### src/rtl/pl_pkg.sv
// pl_pkg: shared control-bit indices, flag bit positions and FSM encoding for the MEM/WB stage.
package pl_pkg;
    localparam int CTRL_STORE      = 0;
    localparam int CTRL_REG_WR     = 1;
    localparam int CTRL_SAVE_COUT  = 2;
    localparam int CTRL_INV_EXEC   = 3;
    localparam int CTRL_LOAD       = 4;
    localparam int CTRL_INV_FETCH  = 5;
    localparam int CTRL_INV_DECODE = 6;
    localparam int CTRL_CMP_TRUE   = 7;
    localparam int FLAG_CARRY = 3;
    localparam int FLAG_C0    = 2;
    localparam int FLAG_C1    = 1;
    localparam int FLAG_C2    = 0;
    localparam logic [1:0] ST_IDLE      = 2'd0;
    localparam logic [1:0] ST_LOAD_WAIT = 2'd1;
    localparam logic [1:0] ST_WB        = 2'd2;
endpackage

### src/rtl/pl_flag_reg.sv
// pl_flag_reg: one residue domain's {carry, c0, c1, c2} flags with independent carry/compare enables.
module pl_flag_reg
    import pl_pkg::*;
(
    input  logic       clk,
    input  logic       reset,
    input  logic       save_en,
    input  logic       cmp_en,
    input  logic [3:0] flags_in,
    output logic [3:0] flags
);
    always_ff @(posedge clk) begin
        if (reset) begin
            flags <= '0;
        end else begin
            flags[FLAG_CARRY] <= save_en ? flags_in[FLAG_CARRY] : flags[FLAG_CARRY];
            flags[FLAG_C0:FLAG_C2] <= cmp_en ? flags_in[FLAG_C0:FLAG_C2] : flags[FLAG_C0:FLAG_C2];
        end
    end
endmodule

### src/rtl/pl_memwb_md.sv
// pl_memwb_md: MEM/WB pipeline stage with load wait, one-cycle writeback, flag update and squash counting.
module pl_memwb_md
    import pl_pkg::*;
#(
    parameter int NUM_DOMAINS  = 1,
    parameter int REG_ADDR_WID = 3,
    parameter int CNT_WID      = 8
) (
    input  logic                      clk,
    input  logic                      reset,
    input  logic                      ex_valid,
    output logic                      ex_ready,
    input  logic [NUM_DOMAINS*8-1:0]  ex_result,
    input  logic [REG_ADDR_WID-1:0]   ex_rd,
    input  logic [7:0]                ex_ctrl,
    input  logic [NUM_DOMAINS*4-1:0]  ex_flags,
    input  logic [NUM_DOMAINS*8-1:0]  dmem_dout,
    input  logic                      dmem_rvalid,
    output logic                      mem_wr_en,
    output logic                      invalidate_instr,
    output logic                      reg_wr_en,
    output logic [REG_ADDR_WID-1:0]   wr_addr,
    output logic [NUM_DOMAINS*8-1:0]  wr_data,
    output logic [NUM_DOMAINS*4-1:0]  flags,
    output logic [CNT_WID-1:0]        squash_cnt,
    output logic                      load_busy
);
    logic [1:0]              state;
    logic [REG_ADDR_WID-1:0] pend_rd;
    logic                    pend_wr;
    logic                    accept;
    logic                    take;
    assign invalidate_instr = ex_valid && (ex_ctrl[CTRL_INV_EXEC] || ex_ctrl[CTRL_INV_FETCH] || ex_ctrl[CTRL_INV_DECODE]);
    assign ex_ready  = reset || state != ST_LOAD_WAIT;
    assign accept    = ex_valid && ex_ready;
    assign take      = accept && !invalidate_instr;
    assign mem_wr_en = take && ex_ctrl[CTRL_STORE];
    assign reg_wr_en = state == ST_WB;
    assign load_busy = state == ST_LOAD_WAIT;
    // The load's destination is parked in pend_* so wr_addr/wr_data keep their last value while waiting.
    always_ff @(posedge clk) begin
        if (reset) begin
            state      <= ST_IDLE;
            wr_addr    <= '0;
            wr_data    <= '0;
            squash_cnt <= '0;
            pend_rd    <= '0;
            pend_wr    <= 1'b0;
        end else begin
            if (accept && invalidate_instr && squash_cnt != '1)
                squash_cnt <= squash_cnt + 1'b1;
            if (state == ST_LOAD_WAIT) begin
                if (dmem_rvalid) begin
                    state <= pend_wr ? ST_WB : ST_IDLE;
                    if (pend_wr) begin
                        wr_addr <= pend_rd;
                        wr_data <= dmem_dout;
                    end
                end
            end else if (take && ex_ctrl[CTRL_LOAD]) begin
                state   <= ST_LOAD_WAIT;
                pend_rd <= ex_rd;
                pend_wr <= ex_ctrl[CTRL_REG_WR];
            end else if (take && ex_ctrl[CTRL_REG_WR]) begin
                state   <= ST_WB;
                wr_addr <= ex_rd;
                wr_data <= ex_result;
            end else begin
                state <= ST_IDLE;
            end
        end
    end
    for (genvar d = 0; d < NUM_DOMAINS; d++) begin : g_dom
        pl_flag_reg u_flag (
            .clk      (clk),
            .reset    (reset),
            .save_en  (take && ex_ctrl[CTRL_SAVE_COUT]),
            .cmp_en   (take && ex_ctrl[CTRL_CMP_TRUE]),
            .flags_in (ex_flags[d*4 +: 4]),
            .flags    (flags[d*4 +: 4])
        );
    end
endmodule

### config.mk
export PLATFORM = sky130hd
export DESIGN_NAME = pl_memwb_md
export DESIGN_NICKNAME = d
export VERILOG_FILES = /design/src/rtl/pl_pkg.sv /design/src/rtl/pl_flag_reg.sv /design/src/rtl/pl_memwb_md.sv
export SDC_FILE = /design/constraint.sdc
export NUM_CORES = 1
export LEC_CHECK = 0
export ABC_AREA = 1
export BUFFER_PORTS_ARGS = -buffer_cell sky130_fd_sc_hd__buf_2
export CORE_MARGIN = 3
export CORE_UTILIZATION = 25
export DETAILED_ROUTE_END_ITERATION = 8
export SETUP_SLACK_MARGIN = 0.2
export SLEW_MARGIN = 20
export SYNTH_ARGS = -nofsm -noshare
export SYNTH_HDL_FRONTEND = slang
export SYNTH_SLANG_ARGS = --single-unit
### constraint.sdc
create_clock -name clk -period 1.8 [get_ports clk]
set_clock_uncertainty 0.15 [all_clocks]
set_input_delay 0.18 -clock clk [delete_from_list [all_inputs] [get_ports clk]]
set_output_delay 0.18 -clock clk [all_outputs]
set_load 0.05 [all_outputs]
# [Word-level counts from Yosys, hierarchy flattened]
# Index checks and enable logic that the tools add are counted.
[totals] regBits=29 in_bits=35 output_inout_bits=28 word_cells=49
[op_classes] n_addsub=1 eq_ne=7 muxes=15 bitwise_logic=1 n_reduce_logical=17
[ops] operator="8-bit 2-to-1 mux" count=5
[ops] operator="3-bit 2-to-1 mux" count=5
[ops] operator="1-bit logical AND" count=10
[ops] operator="2-bit 2-to-1 mux" count=5
[ops] operator="8-bit by 1-bit adder with 8-bit output (second input constant)" count=1
[ops] operator="8-bit inequality test (second input constant)" count=1
[ops] operator="2-bit by 1-bit inequality test with 1-bit output (second input constant)" count=2
[ops] operator="2-bit inequality test (second input constant)" count=2
[ops] operator="4-bit AND reduction" count=1
[ops] operator="1-bit logical OR" count=3
[ops] operator="2-bit by 1-bit == test with 1-bit output (second input constant)" count=1
[ops] operator="2-bit == test (second input constant)" count=1
[ops] operator="2-bit AND reduction" count=1
[ops] operator="2-bit nonzero test" count=1
[ops] operator="1-bit zero test" count=1
[ops] operator="1-bit inverter" count=1

# [Logic depth before layout (Yosys ltp)]
# Gate-level depths: netlist (run 1).
[depth] depth_word=9 depth_mapped=10 mapped_depth_nobuf=9

# [Hierarchy]
# Synthesis (run 1) repeated with hierarchy kept, for this count alone.
[unflattened] cells_unflattened=236 area_unflattened_um2=1560.2
[by_module_without_submodules] module="pl_memwb_md" n_inst=1 cells_per_inst=211 area_per_inst_um2=1401.3 seq_area_each_um2=500.5
[by_module_without_submodules] module="pl_flag_reg" n_inst=1 cells_per_inst=25 area_per_inst_um2=158.9 seq_area_each_um2=80.1

# [Worst setup path before layout (run 1)]
# No wires, ideal clock.
[synth_timing] path_kind="register to register" startpoint="register squash_cnt[1]" endpoint="register squash_cnt[1]" setup_ns=0.116 arrival_time_ns=1.671 t_required_ns=1.534 path_slack_ns=-0.137 stages_incl_launch_ff=7 n_path_buf=0 synth_period_minus_slack_ns=1.937 cell_sequence="dfxtp_1 ha_1 nand4_1 o21ai_2 inv_2 nor2_1 nor2_1"
[synth_between] elab_chain_len=2 elab_cells_between_ends=3 cone_classes="add/sub: 1; eq/ne: 1; reduce/logical: 1"
[synth_lines] element="start, declared" line="pl_memwb_md.sv:25" source="output logic [CNT_WID-1:0] squash_cnt,"
[synth_lines] element="start signal, assigned" line="pl_memwb_md.sv:51" source="squash_cnt <= squash_cnt + 1'b1;"
[synth_lines] element="branches (longest 2 deep; another with 8-bit by 1-bit adder with 8-bit output)"
# Several ways; the timed one is not identified.
# A chain may end at the register's enable or synchronous reset.

# [Worst setup path in the final report (run 1)]
[layout_timing] startpoint="register squash_cnt[1]" endpoint="register squash_cnt[6]"
# The elaborated chain is that of the path after synthesis.

==> impl_metrics.yaml, run 1 <==
sta:
  period_needed_ns: 1.51
  finalCritPeriodShare_pct: 84.0
  hold_violations: 0
  finalSetupViolCount: 0
  slew_headroom_pct: 82.3
  worst_slack_ns: 0.288
  whs_ns: 0.0153
  maxSlewViolCount: 0
  fmax_ghz: 0.662
  tightest_slew_ns: 0.267
  rsz0062_at_grt: "yes"
  finalSetupTns_ns: 0
route:
  drtIter0Drc: 57
  avgRoutedWirePerCell_um: 10.1
  top_layer: "met4"
  first_pass_iters: 4
  wl_met3_um: 152
  ant_nets: 0
  vias_per_cell: 4.18
  wl_met2_mm: 1.81
  drcViolationCount: 0
  wl_met1_mm: 1.78
  totalWireLength_mm: 3.78
  vias: 1567
run_status:
  status: "finished clean"
yosys:
  syn_nets: 263
  ys_seq_area_share_pct: 38.4
  syn_inst: 227
  synth.distinct_cells: 26
  yosys_warnings: 0
  syn_area_per_cell_um2: 6.66
  syn_area_um2: 1510
  yosys_register_bits: 29
cts:
  path_clk_slew_ns: 0.06
  cts_root_buffer: "clkbuf_8"
  h-tree-depth: 2
  cts_buffers: 5
  cts.sinks: 29
  clk_path_buf_depth: 2
  clk_latency_ns: 0.27
  cts_tree: "yes"
global_routing:
  first_global_vias: 1364
  grt-ovfl-total: 0
  grtUsageTotal_pct: 10.9
  grt_max_degree: 25
  antenna_found_initial: 0
  grt_first_pass_wirelength_mm: 6.17
setup_path:
  cpMostUsedCell: "buf_4"
  critical_path_cell_count: 7
  path_cells: "ha_4 > nand4_1 > buf_4 > buf_4 > xnor2_1 > nand2_1 > a21oi_1"
  r2r_cells: 7
  start_kind: "register"
  endpoint_kind: "register"
  cp_slowest_stage_delay_ns: 0.37
  critPathSlowestCell: "dfxtp_4"
  critPathKind: "reg2reg"
  path_buf_inv: 2
  path_delay_family: "flip-flops"
  critical_path_required_ns: 1.86
  cp.arrival_ns: 1.57
  crit_fanout: 4
pwr:
  vdd_drop_max_mv: 0.252
  p_leak_nw: 1.08
  p_total_mw: 1.38
  power_density_nw_per_um2: 648
final_layout:
  n_antenna_cell: 0
  final_common_cell: "nand2_1"
  drive_above_1_share_pct: 34.0
  syn_to_final_growth_pct: 41.3
  fin_util_pct: 37.7
  mostFrequentLayoutCells: "nand2_1, buf_2, nor2_1"
  n_fill_cell: 623
  fin_nets: 338
die:
  die_y_um: 83.8
  dieArea_um2: 7020
  die_x_um: 83.8
  core_area_um2: 5680
  rows: 27
  initial_utilization_pct: 26.7
  io_pins: 63
place:
  place.gp.congestion: 0.783
  hpwl_mm: 2.90
  io_buffer_count: 62
  preCtsSetupSlack_ns: 0.169
job:
  max_cap_viol_count: 0
hold_path:
  hold_depth: 3
  hp-class: "in2reg"
stage by stage:
step,cell area (µm²),instances
after floorplan,1540,227
after global placement,1940,358
after global routing,2140,375
final,2140,375
after CTS,2090,372
after detailed placement,1940,358
logic make-up (layout without fill, tap and decap cells):
| kind of cell | after synthesis | count (layout) | synth area share (%) |
|---|---|---|---|
| compound gates | 29 | 29 | 9.84 |
| xor+xnor | 6 | 6 | 3.47 |
| fa+ha+maj | 1 | 1 | 0.827 |
| simple gates | 131 | 131 | 38.5 |
| flops | 29 | 29 | 38.4 |
| buf+inv | 31 | 107 | 8.93 |
worst min-delay path, delay by kind of cell:
family                 cells  cell delay [ns]
AOI/OAI and AO/OA          1             0.05
buffers and inverters      1             0.11
and+or+nand+nor            1             0.05
Yosys cell counts, drive strengths merged:
cell / count / area (µm²)
nand2: 77 / 302
clkbuf: 2 / 7.51
a21oi: 23 / 115
xor2: 3 / 26.3
nand4: 1 / 6.26
o21ai: 6 / 33.8
nand3: 18 / 108
dfxtp: 29 / 581
inv: 23 / 86.3
nor3: 1 / 5.00
nand3b: 1 / 7.51
buf: 6 / 41.3
ha: 1 / 12.5
nor2: 33 / 155
xnor2: 3 / 26.3
sequential cells by signal (all words and copies together) (netlist names):
register	flops
squash_cnt	8
pend_rd	3
wr_addr	3
wr_data	8
g_dom.u_flag.flags	4
pend_wr	1
state	2
power by group:
group	switching (mW)	total (mW)	leakage (nW)	internal, mW
clock network	0.233	0.492	0.0430	0.259
registers	0.0107	0.664	0.240	0.653
logic	0.140	0.228	0.801	0.0889
total	0.383	1.38	1.08	1.00
per-layer routing:
layer,vias up,global-route usage (%)
li1,861,-
met1,675,13.0
met2,27,18.0
met3,4,3.26
met4,0,4.39
met5,-,0
layout make-up:
class                      count  area [µm²]  area share, %
inverter                      23        86.3           4.04
timing repair buffer          76         452           21.1
multi-input combinational    167         827           38.7
tap                           72        90.1           4.22
clock buffer                   5        68.8           3.22
clock inverter                 3        12.5          0.585
sequential                    29         601           28.1
what timing repair did:
action | 4_1_cts | 5_1_grt
gates resized for setup | 3 | 10
pin swaps | 2 | 2
hold buffers | 3 | 0
hold endpoints to repair | 3 | 0
setup endpoints to repair | 9 | 21
setup buffers | 3 | 3
worst paths after layout:
kind                             from                       end  slack [ns]
max reg2reg             squash_cnt[1]             squash_cnt[6]        0.29
min                        ex_ctrl[1]                   pend_wr        0.02
min reg2reg  g_dom[0].u_flag.flags[0]  g_dom[0].u_flag.flags[0]        0.31
max                     squash_cnt[1]             squash_cnt[6]        0.29
Power figures use the tool's default switching activity.
==> run 2: changes to the inputs <==
- clock period: 1.8 -> 1.52 ns (I/O delays scaled with it)
==> impl_metrics.yaml, run 2 (synthesis gave the netlist of run 1 again) <==
die:
  die_y_um: 83.8
  dieArea_um2: 7020
  core_area_um2: 5680
  die_x_um: 83.8
  rows: 27
  io_pins: 63
  initial_utilization_pct: 26.7
place:
  place.gp.congestion: 0.795
  io_buffer_count: 62
  hpwl_mm: 3.24
  placed_cells: 374
  place_area_um2: 2160
pwr:
  intPower_mw: 1.30
  vdd_drop_max_mv: 0.301
  p_leak_nw: 1.39
  combPwrFrac_pct: 20.9
  seqPwrFrac_pct: 43.4
  power.switching_uw: 510
  p_total_mw: 1.81
  swShare_pct: 28.2
  clkPwrFrac_pct: 35.7
  power_density_nw_per_um2: 622
sta:
  period_needed_ns: 1.50
  hold_violations: 0
  maxSlewViolCount: 0
  finalCritPeriodShare_pct: 98.5
  tightest_slew_ns: 0.272
  fmax_ghz: 0.668
  rsz0062_at_grt: "yes"
  slew_headroom_pct: 82.0
  finalSetupViolCount: 0
  whs_ns: 0.0443
global_routing:
  grt_max_degree: 17
  grt_first_pass_wirelength_mm: 7.82
  grtUsageTotal_pct: 13.8
  first_global_vias: 1718
  grt-ovfl-total: 0
  antenna_found_initial: 0
final_layout:
  syn_to_final_growth_pct: 92.1
  drive_above_1_share_pct: 59.9
  fin_nets: 379
  n_fill_cell: 549
  top_regs: "squash_cnt: 8 flops, wr_data: 8 flops, g_dom.u_flag.flags: 4 flops"
  fin_util_pct: 51.2
  n_antenna_cell: 0
  instances_no_fill: 416
  fin_area_um2: 2910
  final_common_cell: "buf_2"
  mostFrequentLayoutCells: "buf_2, nand2_1, buf_4"
route:
  vias_per_cell: 4.48
  totalWireLength_mm: 5.11
  ant_nets: 0
  first_pass_iters: 4
  avgRoutedWirePerCell_um: 12.3
  drtIter0Drc: 63
  drcViolationCount: 0
  vias: 1864
setup_path:
  crit_fanout: 6
  start_kind: "register"
  critPathKind: "reg2reg"
  endpoint_kind: "register"
  critical_path_required_ns: 1.54
  cp.arrival_ns: 1.52
job:
  max_cap_viol_count: 0
cts:
  cts_buffers: 5
  h-tree-depth: 2
  clk_path_buf_depth: 2
  clk_latency_ns: 0.27
  path_clk_slew_ns: 0.06
  cts.sinks: 29
  cts_tree: "yes"
  cts_root_buffer: "clkbuf_8"
run_status:
  status: "finished clean"
hold_path:
  hp-class: "in2reg"
## run 2: changes by cell type in the layout (fill, tap and decap cells not counted), moves of 12 or more
cell     change
nand2_2     +18
a21oi_1     -13
buf_6       +15
nand2_1     -25
nand3_1     -12
a21oi_2     +13
buf_4       +14
## run 2: path summary, 6_finish.rpt
kind	end	depth (start not counted)	slack [ns]	start
setup / recovery	wr_data[4]	10	0.02	state[0]
hold / removal	g_dom[0].u_flag.flags[1]	3	0.04	ex_ctrl[7]
setup reg to reg	wr_data[4]	10	0.02	state[0]
hold reg to reg	g_dom[0].u_flag.flags[1]	2	0.31	g_dom[0].u_flag.flags[1]
## run 2: layer usage
metal / GRT usage, % / vias to the layer above / routed length [µm]
li1: - / 947 / -
met4: 5.70 / 0 / 115
met1: 17.2 / 857 / 2140
met3: 3.85 / 8 / 200
met2: 22.1 / 52 / 2650
met5: 0 / - / 0
## run 2: final cells by class
type | count | area (µm²) | share of cell area [%]
clock buffer | 8 | 90.1 | 3.10
timing repair buffer | 114 | 866 | 29.8
sequential | 29 | 606 | 20.8
inverter | 23 | 104 | 3.57
tap | 72 | 90.1 | 3.10
multi-input combinational | 170 | 1150 | 39.6
## run 2: through the flow
step | setup TNS [ns] | setup WS (ns)
2_1_floorplan | -0.112 | -0.0235
3_3_place_gp | -2.03 | -0.189
3_5_place_dp | -2.80 | -0.264
4_1_cts | 0 | 0.0293
5_1_grt | -0.420 | -0.0552
6_report | 0 | 0.0231
## run 2: what timing repair did
action | in CTS | in global routing
cloned | 3 | 0
endpoints found under the hold margin | 7 | 1
setup buffers | 17 | 5
hold buffers | 8 | 1
pin swaps | 22 | 29
resized for setup | 35 | 81
endpoints found under the setup margin | 33 | 40
## run 2: critical path, cell delays in order, from the launching register on
cell and delay, ns:
dfxtp_4 0.37, nand3_4 0.09, buf_6 0.12, nand2_8 0.06
nor2_8 0.10, nand2_4 0.09, nand2_8 0.10, buf_12 0.12
nand3_2 0.07, nand2_2 0.08, nor2_1 0.03
## run 2: power groups by stage
stage                     combinational, mW  sequential, mW  clock, mW
after floorplan                       0.128           0.850          0
after global placement                0.279           0.802          0
after detailed placement              0.280           0.803          0
after CTS                             0.337           0.786      0.672
after global routing                  0.413           0.786      0.709
final                                 0.379           0.785      0.645
==> run 3: changes to the inputs <==
- GPL_TIMING_DRIVEN: not set -> 0
==> impl_metrics.yaml, run 3 (synthesis gave the netlist of run 1 again) <==
run_status:
  status: "finished with violations"
  failed_checks: "hold timing, setup timing"
route:
  avgRoutedWirePerCell_um: 11.7
  drcViolationCount: 0
  first_pass_iters: 4
  wl_met3_um: 189
  top_layer: "met4"
  drtIter0Drc: 59
  vias_per_cell: 4.28
  ant_nets: 0
  totalWireLength_mm: 4.69
  vias: 1720
  wl_met2_mm: 2.36
  wl_met1_mm: 2.10
setup_path:
  crit_fanout: 6
  start_kind: "register"
  path_delay_family: "compound AO/OA/AOI/OAI gates"
  cp_slowest_stage_delay_ns: 0.36
  critical_path_required_ns: 1.58
  endpoint_kind: "register"
  r2r-start: "squash_cnt[1]"
  r2r-end: "squash_cnt[7]"
  path_cells: "ha_4 > nand4_1 > o21ai_4 > buf_6 > nand2_1 > a21oi_1"
  r2r_cells: 6
  critPathKind: "reg2reg"
  path_buf_inv: 1
  rrSetupSlack_ns: -0.02
  critical_path_cell_count: 6
  cp-startpoint: "squash_cnt[1]"
  cp.arrival_ns: 1.60
  critPathSlowestCell: "dfxtp_4"
  setup.worst_path.end: "squash_cnt[7]"
final_layout:
  final_common_cell: "nand2_1"
  multi_input_area_um2: 995
  top_regs: "squash_cnt: 8 flops, wr_data: 8 flops, g_dom.u_flag.flags: 4 flops"
  fin_util_pct: 48.2
  seqCellArea_um2: 606
  n_fill_cell: 566
  drive_above_1_share_pct: 48.5
  fin_nets: 365
  fin_area_um2: 2740
  syn_to_final_growth_pct: 80.8
  mostFrequentLayoutCells: "nand2_1, buf_2, nor2_1"
  n_antenna_cell: 0
  instances_no_fill: 402
place:
  hpwl_mm: 3.07
  place_area_um2: 2070
  placed_cells: 361
  io_buffer_count: 62
  place.gp.congestion: 0.768
  preCtsSetupSlack_ns: -0.124
cts:
  cts_tree: "yes"
  clk_path_buf_depth: 2
  cts_hold_buf: 9
  clk_latency_ns: 0.27
  cts_root_buffer: "clkbuf_8"
  cts.sinks: 29
  h-tree-depth: 2
  path_clk_slew_ns: 0.07
  cts_buffers: 5
sta:
  maxSlewViolCount: 0
  slew_headroom_pct: 64.4
  whs_ns: -0.0413
  period_needed_ns: 1.54
  finalSetupTns_ns: -0.115
  finalSetupViolCount: 11
  finalCritPeriodShare_pct: 102
  hold_violations: 3
  tightest_slew_ns: 0.533
  fmax_ghz: 0.648
  rsz0062_at_grt: "yes"
  worst_slack_ns: -0.0233
die:
  initial_utilization_pct: 26.7
  dieArea_um2: 7020
  rows: 27
  core_area_um2: 5680
  io_pins: 63
  die_x_um: 83.8
  die_y_um: 83.8
job:
  max_cap_viol_count: 0
pwr:
  p_total_mw: 1.79
  power_density_nw_per_um2: 656
  vdd_drop_max_mv: 0.311
  p_leak_nw: 1.31
global_routing:
  grtUsageTotal_pct: 12.3
  antenna_found_initial: 0
  grt_max_degree: 11
  grt-ovfl-total: 0
  first_global_vias: 1499
  grt_first_pass_wirelength_mm: 6.94
hold_path:
  hp-class: "in2reg"
## run 3: cell types whose count changed in the layout (fill, tap and decap cells not counted), sizes merged
cell    previous run  this run
clkbuf            14        16
nor2              35        33
buf               99        86
nand2             78        77
## run 3: cell type report
class / instances / area share (%)
Buffer: 8 / 3.43
Clock buffer: 8 / 3.29
Inverter: 23 / 3.52
Multi-Input combinational cell: 167 / 36.4
Sequential cell: 29 / 22.1
Tap cell: 72 / 3.29
Timing Repair Buffer: 95 / 28.0
## run 3: worst min path at each step
stage / from / end / slack [ns] / depth (start not counted)
finish: reset / squash_cnt[3] / -0.04 / 2
detailed placement: reset / squash_cnt[4] / 0.24 / 2
CTS: reset / squash_cnt[4] / -0.06 / 2
global placement: reset / squash_cnt[4] / 0.24 / 2
global route: reset / squash_cnt[4] / -0.04 / 2
floorplan: reset / squash_cnt[3] / 0.06 / 1
## run 3: where the power goes
part           internal, mW  total [mW]  switching [mW]
sequential            0.772       0.785          0.0128
clock                 0.369       0.649           0.281
combinational         0.159       0.359           0.200
total                  1.30        1.79           0.494
## run 3: worst register-to-register path: cells and delay by family (launching register included)
family	cells	cell delay [ns]
simple gates	2	0.21
buf+inv	1	0.17
compound gates	2	0.44
flops	1	0.36
fa+ha+maj	1	0.14
## run 3: repair_timing
item,CTS,global route
pin swaps,16,19
setup endpoints to repair,29,35
setup buffers,13,7
resized for setup,25,32
endpoints found under the hold margin,11,3
gates cloned,1,3
## run 3: routing by layer
layer | global-route usage, % | vias to the layer above
li1 | - | 911
met1 | 15.1 | 775
met2 | 20.0 | 32
met3 | 3.65 | 2
met4 | 4.82 | 0
met5 | 0 | -
